File: config.mk
export PLATFORM = sky130hd
export DESIGN_NAME = store_commit_buffer
export DESIGN_NICKNAME = d
export VERILOG_FILES = /design/src/rtl/store_commit_buffer_pkg.sv /design/src/rtl/store_commit_buffer.sv
export SDC_FILE = /design/constraint.sdc
export NUM_CORES = 1
export LEC_CHECK = 0
export ABC_AREA = 1
export CAP_MARGIN = 20
export CORE_MARGIN = 8
export CORE_UTILIZATION = 62
export DETAILED_ROUTE_END_ITERATION = 6
export GPL_ROUTABILITY_DRIVEN = 0
export PLACE_DENSITY_LB_ADDON = 0.25
export SLEW_MARGIN = 10
export SYNTH_ARGS = -nofsm -noshare
export SYNTH_HDL_FRONTEND = slang
export SYNTH_SLANG_ARGS = --single-unit
File: constraint.sdc
create_clock -name clk_i -period 8.8 [get_ports clk_i]
set_input_delay 0.88 -clock clk_i [delete_from_list [all_inputs] [get_ports clk_i]]
set_output_delay 0.88 -clock clk_i [all_outputs]
set_load 0.02 [all_outputs]
File: src/rtl/store_commit_buffer_pkg.sv
// Shared types for the post-commit store buffer: entry layout, drain FSM states,
// and the word-granular address compare used for load conflict detection.
package store_commit_buffer_pkg;

    typedef struct packed {
        logic [31:0] addr;
        logic [31:0] data;
        logic [3:0]  wmask;
    } sb_entry_t;

    typedef enum logic [1:0] {
        SB_IDLE,
        SB_WRITE,
        SB_GAP
    } sb_state_t;

    function automatic logic word_match(input logic [31:0] a, input logic [31:0] b);
        return a[31:2] == b[31:2];
    endfunction

endpackage

File: src/rtl/store_commit_buffer.sv
// In-order buffer of committed stores draining to the d-cache write port, with a
// parallel word-address match over all pending entries for load stall decisions.
module store_commit_buffer
    import store_commit_buffer_pkg::*;
#(
    parameter int unsigned DEPTH = 8
) (
    input  logic                     clk_i,
    input  logic                     reset_n_i,
    input  logic                     enq_valid_i,
    output logic                     enq_ready_o,
    input  logic [31:0]              enq_addr_i,
    input  logic [31:0]              enq_data_i,
    input  logic [3:0]               enq_wmask_i,
    input  logic                     dmem_hold_i,
    output logic                     dmem_write_o,
    output logic [31:0]              dmem_address_o,
    output logic [31:0]              dmem_wdata_o,
    output logic [3:0]               dmem_wmask_o,
    input  logic                     dmem_resp_i,
    input  logic [31:0]              ld_check_addr_i,
    output logic                     ld_conflict_o,
    output logic                     empty_o,
    output logic [$clog2(DEPTH):0]   count_o
);

    localparam int unsigned PTR_W = $clog2(DEPTH);
    localparam int unsigned CNT_W = PTR_W + 1;

    sb_entry_t        entries [DEPTH];
    sb_entry_t        head_e;
    logic [DEPTH-1:0] valid;
    logic [PTR_W-1:0] head, tail;
    logic [CNT_W-1:0] count;
    sb_state_t        state, state_nx;
    logic             full, enq, deq;
    logic             unused_low_bits;

    assign full  = (count == CNT_W'(DEPTH));
    assign enq   = enq_valid_i & ~full;
    assign deq   = (state == SB_WRITE) & dmem_resp_i;

    // Payload storage carries no reset; outputs are gated by count instead.
    always_ff @(posedge clk_i) begin
        if (enq) begin
            entries[tail] <= '{addr: enq_addr_i, data: enq_data_i, wmask: enq_wmask_i};
        end
    end

    always_ff @(posedge clk_i or negedge reset_n_i) begin
        if (!reset_n_i) begin
            valid <= '0;
            head  <= '0;
            tail  <= '0;
            count <= '0;
            state <= SB_IDLE;
        end else begin
            state <= state_nx;
            count <= count + CNT_W'(enq) - CNT_W'(deq);
            if (enq) begin
                valid[tail] <= 1'b1;
                tail        <= tail + 1'b1;
            end
            if (deq) begin
                valid[head] <= 1'b0;
                head        <= head + 1'b1;
            end
        end
    end

    always_comb begin
        state_nx = state;
        unique case (state)
            SB_IDLE:  if (count != '0 && !dmem_hold_i) state_nx = SB_WRITE;
            SB_WRITE: if (dmem_resp_i) state_nx = SB_GAP;
            SB_GAP:   state_nx = (count != '0 && !dmem_hold_i) ? SB_WRITE : SB_IDLE;
            default:  state_nx = SB_IDLE;
        endcase
    end

    always_comb begin
        ld_conflict_o = 1'b0;
        for (int unsigned i = 0; i < DEPTH; i++) begin
            if (valid[i] && word_match(entries[i].addr, ld_check_addr_i)) begin
                ld_conflict_o = 1'b1;
            end
        end
    end

    always_comb begin
        head_e         = entries[head];
        dmem_address_o = '0;
        dmem_wdata_o   = '0;
        dmem_wmask_o   = '0;
        if (count != '0) begin
            dmem_address_o = {head_e.addr[31:2], 2'b00};
            dmem_wdata_o   = head_e.data;
            dmem_wmask_o   = head_e.wmask;
        end
    end

    assign unused_low_bits = ^{ld_check_addr_i[1:0], head_e.addr[1:0]};

    assign enq_ready_o  = ~full;
    assign dmem_write_o = (state == SB_WRITE);
    assign empty_o      = (count == '0) && (state == SB_IDLE);
    assign count_o      = count;

endmodule

==> metrics, run 1 <==
result of the run=finished with violations; violations in the final reports=design-rule violations; Critical Path, Cell by Cell=buf_4, buf_16, buf_4, o21ai_0, a41oi_1, clkdlybuf4s50_1; die width=218.0 µm; die height=218.0 µm; share of power burned in the clock network=0.241; launch point of the worst reg-to-reg path=count_o[2]; Synth top cells by count=568 x sky130_fd_sc_hd__nand2_1, 528 x sky130_fd_sc_hd__edfxtp_1, 268 x sky130_fd_sc_hd__inv_1; count of vias placed by the detailed router=18695; post-synthesis xor/xnor area fraction=0.02874; clock latency on the worst-skew pair=0.63 ns; setup slack, reg-to-reg=5.60 ns; final routed wire length divided by cell count=24.20 µm; worst-case vdd ir drop=268.4 µV; Max-cap violations=0; number of buffers added by the clock tree synthesis step=54; startpoint type of the worst setup path=flip-flop; internal power=5.979 mW; cell taking the most area after synthesis=sky130_fd_sc_hd__edfxtp_1; sum of negative setup slack=0 ns; met1 Resource Use GR=0.3976; cell area after placement=27400 µm²; number of cells on the worst reg-to-reg path=9; sink count of the clock tree=548; mux contribution to synthesized area=0; cell repeated most along the worst path=sky130_fd_sc_hd__buf_4; ratio of cells with drive above 1 in the final layout=0.04777; Initial Util=0.6238; met2 capacity usage during global routing=0.4809; power per cell area=327.5 nW/µm²; count of flip-flops with a built-in enable after synthesis=528; filler cell count in the final layout=2852; complex-gate fraction of the synthesized area=0.1329; GRT Max-Usage Layer=met2; FF-to-FF End=valid[2]; Unique masters post-synth=32; Least-Margin Pin Slew=1.033 ns; library cell used as clock root buffer=sky130_fd_sc_hd__clkbuf_16; worst min-delay path startpoint=state[0]; relative area change from synthesis to final layout=15.57%; area of all placed cells without fillers=29230 µm²; switching power summed over all nets=3.595 mW; Total Wirelength=74.35 mm; Crit-path slowest cell=sky130_fd_sc_hd__buf_4; terminating pin of the worst hold path=state[0]; Post-Synth Simple-Gate Area=0.1235; CTS H-Tree Depth=2; number of global-route vias before repair=18206; largest buffer count on any clock path=3; part of the power in combinational logic=0.393; total global-route track usage=0.3089; final slew viol count=0; unrepaired setup endpoints after global routing=false; class of the tightest hold or removal check=flip-flop to flip-flop; Port Buffer Count=174; Final Hold Fails=0; maximum cell stage delay along the critical path=0.83 ns; detailed placer's ending HPWL=46.82 mm; Final Util=0.7209; type of element capturing the critical path=output port; core region area=40550 µm²; post-synthesis cell area=25300 µm²; Post-Synthesis Cells=2363; Worst Path Arrival=4.74 ns; antenna violations before repair=9; post-cts repair resize count=0; number of ports placed on the die boundary=181; crit share post-route=0.6382; hold-critical path depth=1; Synth Area in Adders=0.004748; proportion of register bits with asynchronous set or reset after synthesis=0.03650; global route overflow=0; Die Footprint=47520 µm²; met3 track demand over resource in global routing=0.07323; total number of placement rows=74; Achievable Freq=178.1 MHz; remaining design rule violation count=2; Sequential Power Share=0.365; vias per inst=6.086; count of synthesis-stage warnings from yosys=0; leakage dissipation=10.77 nW; Finish-stage setup viols=0; Main synth FF type=sky130_fd_sc_hd__edfxtp_1; largest cells by area after synthesis=sky130_fd_sc_hd__edfxtp_1 63%, sky130_fd_sc_hd__nand2_1 8.4%, sky130_fd_sc_hd__inv_1 4.0%; Seq/Total Area, Yosys=0.6466; clock tree from TritonCTS=yes; crit path kind=flip-flop to output port; critical path data required time=7.92 ns; main combinational cell family by area after synthesis=compound AO/OA/AOI/OAI gates; switching portion of total power=0.3755; global-route wire length before repair=110.0 mm; per-instance average area after synthesis=10.70 µm²; Final Skew=0.02466 ns; detailed-routing iteration count for the pre-antenna-repair pass=7; number of DRC violations after detailed-routing iteration 0=2648; Slew Limit Headroom=0.3113; Final ANT Viol Nets=0; final critical path time including I/O delays and setup=5.616 ns; number of setup buffers added after CTS=0; most instantiated library cell after synthesis=sky130_fd_sc_hd__nand2_1; Reg clk slew, reported paths=0.06 ns; area share of the largest cell type after synthesis=0.6268; maximum fanout count along the critical path=99; pin count of the biggest net entering global routing=117; count of nets after finishing=2606; hold bufs inserted after CTS=0; total of flip-flops plus latches after synthesis=548
-- power groups by stage --
stage	Sequential (mW)	Clock, mW	Combinational [mW]
after floorplan	3.51	0	2.18
after global placement	3.53	0	3.63
after detailed placement	3.55	0	3.68
after CTS	3.49	2.32	3.72
after global routing	3.53	2.41	4.01
final	3.50	2.31	3.77
-- how the worst max path moves through the flow --
stage / startpoint / endpoint / cells past startpoint
after floorplan: count_o[2] / entries[6][0] / 6
after detailed placement: head[0] / dmem_address_o[14] / 6
final: head[0] / dmem_address_o[14] / 6
after global placement: head[0] / dmem_address_o[14] / 6
after CTS: head[0] / dmem_address_o[14] / 5
after global routing: head[0] / dmem_address_o[14] / 6
-- cell type report --
type / count / area [µm²] / area share
well taps: 532 / 665.6 / 0.02277
flip-flops and latches: 548 / 16360 / 0.5596
inverters: 277 / 1045 / 0.03574
repair buffers: 198 / 1987 / 0.06797
multi-input cells: 1413 / 7420 / 0.2538
clock buffers: 63 / 1385 / 0.04738
clock inverters: 34 / 355.3 / 0.01215
diodes: 7 / 17.52 / 0.0005992
-- sequential cells by signal, summed over array words and instances, names as in the netlist --
name / flops
valid: 8
count_o: 4
state: 2
head: 3
tail: 3
entries: 528
-- placed cells by master, fill, tap and decap left out, types with 66 or more instances in the layout --
master                            instances
sky130_fd_sc_hd__o21a_1                 125
sky130_fd_sc_hd__a41oi_1                 66
sky130_fd_sc_hd__xnor2_1                 72
sky130_fd_sc_hd__o21ai_0                137
sky130_fd_sc_hd__clkdlybuf4s50_1        174
sky130_fd_sc_hd__nor2_1                 180
sky130_fd_sc_hd__o21ai_1                 73
sky130_fd_sc_hd__inv_1                  267
sky130_fd_sc_hd__o211ai_1                75
sky130_fd_sc_hd__edfxtp_1               528
sky130_fd_sc_hd__nand2_1                567
-- cell families (layout without fill, tap and decap cells) --
group	after synthesis	in the layout
adders and majority gates	9	9
AOI/OAI and AO/OA	515	515
and+or+nand+nor	804	804
other	1	9
buffers and inverters	403	572
xor gates and xnor gates	83	83
DFF	548	548
-- stage by stage --
stage               std cells  hold slack [ns]  total power [mW]  worst slack [ns]
floorplan                2364           0.4710             5.690             4.159
global placement         2964           0.4852             7.152             3.938
detailed placement       2965           0.4978             7.230             3.829
CTS                      3062           0.5054             9.540             3.129
global route             3068           0.5374             9.954             3.054
finish                   3072           0.5082             9.574             3.184
-- worst max-delay path: cells and delay by family (launching register included) --
family | cells | cell delay, ns
buffers and inverters | 4 | 2.39
AOI/OAI and AO/OA | 2 | 0.83
DFF | 1 | 0.77
-- per-layer routing --
layer  vias to the layer above  part of all wire
met2                      1291              0.46
met4                        10             0.058
li1                       8394                 -
met1                      8762              0.36
met5                         -           0.00090
met3                       238              0.12
Power figures use the tool's default switching activity.
==> run 2, diff against run 1 <==
CORE_UTILIZATION = 53   (was 62)
clock period = 5.05 ns   (was 8.8 ns; I/O delays follow)
==> run 2 against run 1 <==
The run now ends clean. Combinational power rose by 76%. Clock skew fell by 0.0079 ns. Via count fell by 1.1%. Hold slack got worse by 0.24 ns. Non-clock buffer count rose by 7. Wire length rose by 1.7%. Critical path depth did not move. Count of clock-buffer cells in the layout rose by 13. Register-to-register slack got worse by 3.4 ns. First-iteration DRC count rose by 1.5%. Critical endpoint is now dmem_address_o[10]. Largest power group unchanged. Highest routed layer unchanged.
==> metrics, run 2 (same netlist as run 1, synthesis figures left out) <==
GRT Max-Usage Layer=met2; vias per inst=5.836 (-4.1%); global-route wire length before repair=110.5 mm (+0.43%); critical path data required time=4.55 ns (-3.37 ns); met2 capacity usage during global routing=0.4262 (-0.05470); setup slack, reg-to-reg=2.24 ns (-3.36 ns); number of DRC violations after detailed-routing iteration 0=2689 (+1.5%); Critical path buffers and inverters=2 (-2); antenna violations before repair=12 (+3); number of ports placed on the die boundary=181 (unchanged); ratio of cells with drive above 1 in the final layout=0.05377 (+0.005998); detailed placer's ending HPWL=48.38 mm (+3.3%); hold bufs inserted after CTS=0 (unchanged); Max-cap violations=0 (unchanged); worst-case vdd ir drop=454.2 µV (+69%); number of cells on the worst reg-to-reg path=7 (-2); Die Footprint=54970 µm² (+16%); Worst Path Arrival=3.87 ns (-0.87 ns); startpoint type of the worst setup path=flip-flop; pin count of the biggest net entering global routing=175 (+50%); total global-route track usage=0.2713 (-0.03757); met1 Resource Use GR=0.3554 (-0.04215); maximum fanout count along the critical path=85 (-14%); crit share post-route=0.8671; Port Buffer Count=174 (unchanged); Critical Path, Cell by Cell=buf_4, nor2_1, nor2_1, o21ai_0, a41oi_1, clkdlybuf4s50_1; power consumption=16.94 mW (+77%); most frequent cells in the layout=567 x sky130_fd_sc_hd__nand2_1, 528 x sky130_fd_sc_hd__edfxtp_1, 267 x sky130_fd_sc_hd__inv_1; Least-Margin Pin Slew=1.016 ns (-0.01714 ns); remaining design rule violation count=0 (-2); Final Hold Fails=0 (unchanged); number of global-route vias before repair=17914 (-1.6%); number of buffers added by the clock tree synthesis step=56 (+3.7%); Largest register FFs=528 (unchanged); final critical path time including I/O delays and setup=4.379 ns; count of nets after finishing=2615 (+0.35%); Total Wirelength=75.63 mm (+1.7%); relative area change from synthesis to final layout=16.98%; Slew Limit Headroom=0.3227 (+0.01143); number of instances in the placed design=3057 (+3.1%); crit path kind=flip-flop to output port; core region area=47450 µm² (+17%); met3 track demand over resource in global routing=0.05928 (-0.01395); type of element capturing the critical path=output port; largest buffer count on any clock path=3 (unchanged); total number of placement rows=80 (+8.1%); global route overflow=0 (unchanged); sink count of the clock tree=548 (unchanged); cell family contributing the most delay on the critical path=buffers and inverters; Finished Layout Cells=3168 (+3.1%); Final ANT Viol Nets=0 (unchanged); CTS H-Tree Depth=2 (unchanged); number of setup buffers added after CTS=0 (unchanged); cell repeated most along the worst path=sky130_fd_sc_hd__nor2_1; post-route worst setup slack=0.6710 ns (-2.513 ns); Critical Path Start=head[0]; post-cts repair resize count=0 (unchanged); leakage dissipation=10.90 nW (+1.2%); final slew viol count=0 (unchanged); die width=234.5 µm (+7.6%); Crit-path slowest cell=sky130_fd_sc_hd__dfrtp_4; Reg clk slew, reported paths=0.06 ns (about the same); result of the run=finished clean; detailed-routing iteration count for the pre-antenna-repair pass=6 (-1); Setup WS pre-CTS=1.365 ns (-2.463 ns); launch point of the worst reg-to-reg path=count_o[2]; unrepaired setup endpoints after global routing=false; clock tree from TritonCTS=yes; Initial Util=0.5331 (-0.09060); final routed wire length divided by cell count=23.87 µm (-1.4%); clock latency on the worst-skew pair=0.62 ns (about the same); power per cell area=572.5 nW/µm² (+75%); Finish-stage setup viols=0 (unchanged); maximum cell stage delay along the critical path=0.86 ns (+0.03 ns); count of vias placed by the detailed router=18488 (-1.1%); sum of negative setup slack=0 ns (unchanged); die height=234.5 µm (+7.6%); Final Skew=0.01677 ns (-0.007897 ns); commonest non-fill, non-tap cell in the layout=sky130_fd_sc_hd__nand2_1; Achievable Freq=228.4 MHz; top register by number of flip-flops=entries; FF-to-FF End=entries[0][26]; library cell used as clock root buffer=sky130_fd_sc_hd__clkbuf_16; class of the tightest hold or removal check=input pin to async pin
## run 2: cell types whose count changed in the layout (fill, tap and decap cells not counted), moves of 3 or more
cell / change
sky130_fd_sc_hd__clkinv_1: -4
sky130_fd_sc_hd__clkbuf_1: +3
sky130_fd_sc_hd__clkbuf_8: +8
sky130_fd_sc_hd__buf_12: +8
## run 2: report_power, final
group | internal [mW] | leakage (nW) | switching, mW
Sequential | 5.75 | 5.02 | 0.353
Combinational | 2.43 | 4.95 | 4.21
Clock | 2.43 | 0.922 | 1.78
Total | 10.6 | 10.9 | 6.34
## run 2: final cells by class
type / count / area (µm²)
Fill cell: 3767 / 17860
Sequential cell: 548 / 16360
Multi-Input combinational cell: 1413 / 7420
Timing Repair Buffer: 205 / 2100
Clock buffer: 76 / 1556
Inverter: 277 / 1045
Tap cell: 615 / 769.5
Clock inverter: 29 / 327.8
Antenna cell: 5 / 12.51
## run 2: metal layers
layer  wire [µm]  share of wire
met3        8046           0.11
met4        4057          0.054
met1       29130           0.39
met5          94         0.0012
met2       34310           0.45
## run 2: through the flow
| step | hold slack (ns) | area (µm²) | util |
|---|---|---|---|
| 2_1_floorplan | 0.2094 | 25300 | - |
| 3_3_place_gp | 0.4832 | 27670 | 0.5833 |
| 3_5_place_dp | 0.4995 | 27670 | 0.5833 |
| 4_1_cts | 0.2419 | 29560 | 0.6230 |
| 5_1_grt | 0.2802 | 29580 | 0.6235 |
| 6_report | 0.2663 | 29590 | 0.6237 |
## run 2: worst max path at each step
stage	cells past startpoint	slack, ns	to
floorplan	6	0.41	entries[6][0]
global placement	12	1.37	ld_conflict_o
detailed placement	12	1.37	ld_conflict_o
CTS	6	0.78	dmem_address_o[10]
global route	6	0.59	dmem_address_o[10]
finish	6	0.67	dmem_address_o[10]
## run 2: worst register-to-register path, delay by kind of cell (launching register included)
kind	cells	cell delay, ns
AND/OR/NAND/NOR	4	1.39
adder cells (fa/ha/maj)	1	0.21
flip-flops	1	0.34
buffers and inverters	2	0.44
